$ cat config.mk
export PLATFORM = sky130hd
export DESIGN_NAME = ac_cool_controller
export DESIGN_NICKNAME = d
export VERILOG_FILES = /design/src/rtl/ac_cool_controller.sv
export SDC_FILE = /design/constraint.sdc
export NUM_CORES = 1
export LEC_CHECK = 0
export CAP_MARGIN = 20
export CORE_AREA = 2 2 39 41
export DETAILED_ROUTE_END_ITERATION = 8
export DIE_AREA = 0 0 41 43
export PLACE_DENSITY = 0.75
export SLEW_MARGIN = 20
export SYNTH_ARGS = -nofsm -noshare
export SYNTH_HDL_FRONTEND = slang
export SYNTH_SLANG_ARGS = --single-unit
$ cat constraint.sdc
create_clock -name clk -period 3.55 [get_ports clk]
set_clock_uncertainty 0.05 [all_clocks]
set_input_delay 1.065 -clock clk [delete_from_list [all_inputs] [get_ports clk]]
set_output_delay 1.065 -clock clk [all_outputs]
set_load 0.05 [all_outputs]
$ cat src/rtl/ac_cool_controller.sv
// AC compressor enable controller for the cooling side of the climate path.
// Adds hysteresis, minimum-run, anti-short-cycle lockout and an occupancy
// hold timer on top of the sensor inputs, interlocked against the heater.
//
// state    | meaning
// ---------+------------------------------------------------------------
// IDLE     | compressor off, waiting for a start request
// COOL     | compressor on, run_cnt counts towards the minimum run time
// LOCKOUT  | compressor off, start ignored for MIN_OFF cycles (also after reset)
module ac_cool_controller #(
  parameter int TEMP_W        = 8,
  parameter int HIGH_THRESH   = 26,
  parameter int HYST          = 2,
  parameter int MIN_ON        = 4,
  parameter int MIN_OFF       = 3,
  parameter int PRESENCE_HOLD = 5
) (
  input  logic              clk,
  input  logic              rst,
  input  logic [TEMP_W-1:0] temp,
  input  logic              presence,
  input  logic              window,
  input  logic              heating_system,
  output logic              ac_cool,
  output logic              lockout,
  output logic              occupied
);

  if (HYST > HIGH_THRESH) begin : g_hyst_chk
    $error("ac_cool_controller: HYST must not exceed HIGH_THRESH");
  end
  if (MIN_ON < 1 || MIN_OFF < 1 || PRESENCE_HOLD < 0) begin : g_dur_chk
    $error("ac_cool_controller: MIN_ON/MIN_OFF must be >= 1, PRESENCE_HOLD >= 0");
  end

  typedef enum logic [1:0] {
    ST_IDLE    = 2'd0,
    ST_COOL    = 2'd1,
    ST_LOCKOUT = 2'd2
  } state_t;

  localparam int RUN_W  = (MIN_ON > 1)        ? $clog2(MIN_ON)            : 1;
  localparam int LOCK_W = (MIN_OFF > 1)       ? $clog2(MIN_OFF)           : 1;
  localparam int OCC_W  = (PRESENCE_HOLD > 0) ? $clog2(PRESENCE_HOLD + 1) : 1;

  localparam logic [RUN_W-1:0]  RUN_LAST  = RUN_W'(MIN_ON - 1);
  localparam logic [LOCK_W-1:0] LOCK_LAST = LOCK_W'(MIN_OFF - 1);
  localparam logic [OCC_W-1:0]  OCC_LOAD  = OCC_W'(PRESENCE_HOLD);
  localparam logic [TEMP_W-1:0] START_T   = TEMP_W'(HIGH_THRESH);
  localparam logic [TEMP_W-1:0] STOP_T    = TEMP_W'(HIGH_THRESH - HYST);

  state_t              state_q, state_d;
  logic [RUN_W-1:0]    run_cnt_q, run_cnt_d;
  logic [LOCK_W-1:0]   lock_cnt_q, lock_cnt_d;
  logic [OCC_W-1:0]    occ_cnt_q, occ_cnt_d;
  logic                ac_cool_q, ac_cool_d;
  logic                lockout_q, lockout_d;

  logic start;
  logic force_stop;
  logic normal_stop;

  // Occupancy: presence reloads the hold timer, otherwise it drains to zero.
  always_comb begin
    occ_cnt_d = occ_cnt_q;
    if (presence) begin
      occ_cnt_d = OCC_LOAD;
    end else if (occ_cnt_q != '0) begin
      occ_cnt_d = occ_cnt_q - OCC_W'(1);
    end
  end

  assign occupied = presence | (occ_cnt_q != '0);

  // Heater interlock is absolute: it both blocks a start and forces a stop.
  assign start       = occupied & ~window & ~heating_system & (temp > START_T);
  assign force_stop  = window | heating_system;
  assign normal_stop = ~occupied | (temp <= STOP_T);

  // Next-state and counter logic; force_stop has priority over normal_stop.
  always_comb begin
    state_d    = state_q;
    run_cnt_d  = run_cnt_q;
    lock_cnt_d = lock_cnt_q;
    unique case (state_q)
      ST_IDLE: begin
        if (start) begin
          state_d   = ST_COOL;
          run_cnt_d = '0;
        end
      end
      ST_COOL: begin
        if (force_stop) begin
          state_d    = ST_LOCKOUT;
          lock_cnt_d = '0;
        end else if (normal_stop && (run_cnt_q == RUN_LAST)) begin
          state_d    = ST_LOCKOUT;
          lock_cnt_d = '0;
        end else if (run_cnt_q != RUN_LAST) begin
          run_cnt_d = run_cnt_q + RUN_W'(1);
        end
      end
      ST_LOCKOUT: begin
        if (lock_cnt_q == LOCK_LAST) begin
          state_d = ST_IDLE;
        end else begin
          lock_cnt_d = lock_cnt_q + LOCK_W'(1);
        end
      end
      default: begin
        state_d    = ST_LOCKOUT;
        lock_cnt_d = '0;
      end
    endcase
    ac_cool_d = (state_d == ST_COOL);
    lockout_d = (state_d == ST_LOCKOUT);
  end

  // State, counters and registered outputs; reset parks the compressor in lockout.
  always_ff @(posedge clk or posedge rst) begin
    if (rst) begin
      state_q    <= ST_LOCKOUT;
      run_cnt_q  <= '0;
      lock_cnt_q <= '0;
      occ_cnt_q  <= '0;
      ac_cool_q  <= 1'b0;
      lockout_q  <= 1'b1;
    end else begin
      state_q    <= state_d;
      run_cnt_q  <= run_cnt_d;
      lock_cnt_q <= lock_cnt_d;
      occ_cnt_q  <= occ_cnt_d;
      ac_cool_q  <= ac_cool_d;
      lockout_q  <= lockout_d;
    end
  end

  assign ac_cool = ac_cool_q;
  assign lockout = lockout_q;

endmodule

==> metrics.cfg <==
[synth]
synthesis.area_um2=603
synth_nets=75
yosysUniqueCellTypes=25
ys_ff_latch=11
syn_avg_cell_area_um2=10.4
synth_top_area_cell=dfrtp_1
ys_warn_count=0
synth_cells=58
synth_area_leaders=dfrtp_1 37%, dfstp_2 8.7%, ha_1 8.3%
synth_top_area_share_pct=37.3
ys_seq_area_share_pct=46.1

[die]
core_mm2=0.00138
die_area_mm2=0.00176
die_y_um=43
rows=14
die_w_um=41
start_util_pct=43.6
io_pins=16

[timing]
slew_viol_final=0
tightestPinTransition_ps=556
fin_ws_ps=425
finalHoldViolCount=0
rsz0062_at_grt=no
timing.fmax_ghz=0.320
slew-limit-headroom_pct=62.7
tns_ps=0
holdWs_ps=454
setup_viol=0
period_share_pct=88.0
fin_crit_ps=3130

[clock_tree]
path_clk_slew_ps=70
htreeDepth=1
post_cts_buffers=0
cts_tree=done
cts_resized=0
clock_path_buffers=2
clock_latency_ps=270
numCtsBuffers=3
clock_sinks=11
root_buffer=clkbuf_4
hold_buffers=0

[routing]
wire_per_inst_um=12.0
route.antenna.remaining_nets=0
drt-pass1-iter-count=2
drc_errors=0
routed_wl_um=1120
first_iter_violations=2
vias=484
via_per_inst=5.20

[cells_and_area]
fin_nets=95
multi_input_area_um2=299
final_cell_mix=14 x clkdlybuf4s50_1, 9 x dfrtp_1, 7 x inv_1
final_area_um2=810
drive_above_1_share_pct=14.3
area_growth_pct=34.2
antenna_cells=0
final_common_cell=clkdlybuf4s50_1
regArea_um2=278
nFillCells=126

[global_routing]
antenna_found_initial=0
grt_pass1_wl_um=2040
grt_max_degree=12
grt_pass1_vias=479
overflow=0
grtUsageTotal_pct=17.9

[power]
p_per_area_mw_per_mm2=586
p_leak_nw=0.346
ir_worst_vdd_uv=230

[placed_design]
hpwl_um=952
dpl_cell_area_um2=783
dp_slack_ps=431
io_buffers=15
place_congestion=0.819

[run]
drv_cap=0

[run_status]
status=finished clean

[worst_setup_path]
cp-end-kind=primary output
cp.arrival_ps=2010
required_ps=2430
critPathMaxFanout=5
path_class=in2out
startpoint_type=input port

[worst_hold_path]
hp-class=reg2reg

[Yosys cell counts]
library cell	n
o2bb2ai_1	2
and4_4	1
o21bai_1	1
a21oi_1	6
a211oi_1	1
nor3_1	2
nand3b_1	1
o21ai_0	1
nand2b_1	1
a31o_1	2
o311ai_1	1
nand2b_4	1
inv_1	7
or2_4	1
dfrtp_1	9
a311oi_2	1
o31ai_1	1
nor2_1	4
dfstp_2	2
xnor2_1	1
nor3b_1	2
o2bb2ai_2	1
o22ai_1	1
nand2_1	4
ha_1	4
[metrics by stage]
stage	power, W	instances	utilization (%)
detailed placement	0.000397	89	56.6
global route	0.000515	93	58.5
global placement	0.000386	89	56.6
floorplan	0.000335	58	-
CTS	0.000482	93	58.5
finish	0.000474	93	58.5
[final cells by class]
cell class	instances	share of cell area, %
clock buffers	4	3.25
well taps	16	2.47
repair buffers	15	19.8
multi-input cells	40	36.9
flip-flops and latches	11	34.3
inverters	7	3.25
[worst paths after layout]
path / start / endpoint / slack [ps] / cells past startpoint
setup reg to reg: occ_cnt_q[0] / ac_cool / 1960 / 6
hold reg to reg: occ_cnt_q[2] / occ_cnt_q[2] / 450 / 1
min in group asynchronous: rst / occ_cnt_q[2] / 1020 / 2
hold / removal: occ_cnt_q[2] / occ_cnt_q[2] / 450 / 1
setup / recovery: presence / occupied / 420 / 3
max in group asynchronous: rst / state_q[1] / 2110 / 2
[registers in the layout, summed over array words and instances, names as in the netlist]
name / flops
ac_cool: 1
lock_cnt_q: 2
lockout: 1
occ_cnt_q: 3
run_cnt_q: 2
state_q: 2
[cells by family after synthesis]
kind of cell | synth area share (%)
adders and majority gates | 8.30
and+or+nand+nor | 17.0
buffers and inverters | 4.36
xor gates and xnor gates | 1.45
DFF | 46.1
AOI/OAI and AO/OA | 22.8
[critical path: stages]
cell and delay, ps:
clkdlybuf4s50_1 490, or2_4 300, buf_12 150
[per-layer routing]
metal / global-route usage, % / share of wire [%] / wire [µm]
met1: 22.0 / 42 / 469
met2: 25.9 / 52 / 587
met3: 6.28 / 3.9 / 44
met4: 10.0 / 1.6 / 18
met5: 0 / 0 / 0
[report_power, final]
group | total [W] | leakage, nW | internal [W] | switching (W)
Clock | 0.0000843 | 0.0150 | 0.0000436 | 0.0000408
Combinational | 0.000185 | 0.197 | 0.0000862 | 0.0000989
Sequential | 0.000205 | 0.134 | 0.000173 | 0.0000324
No activity file was read; power rests on OpenSTA's default activity.
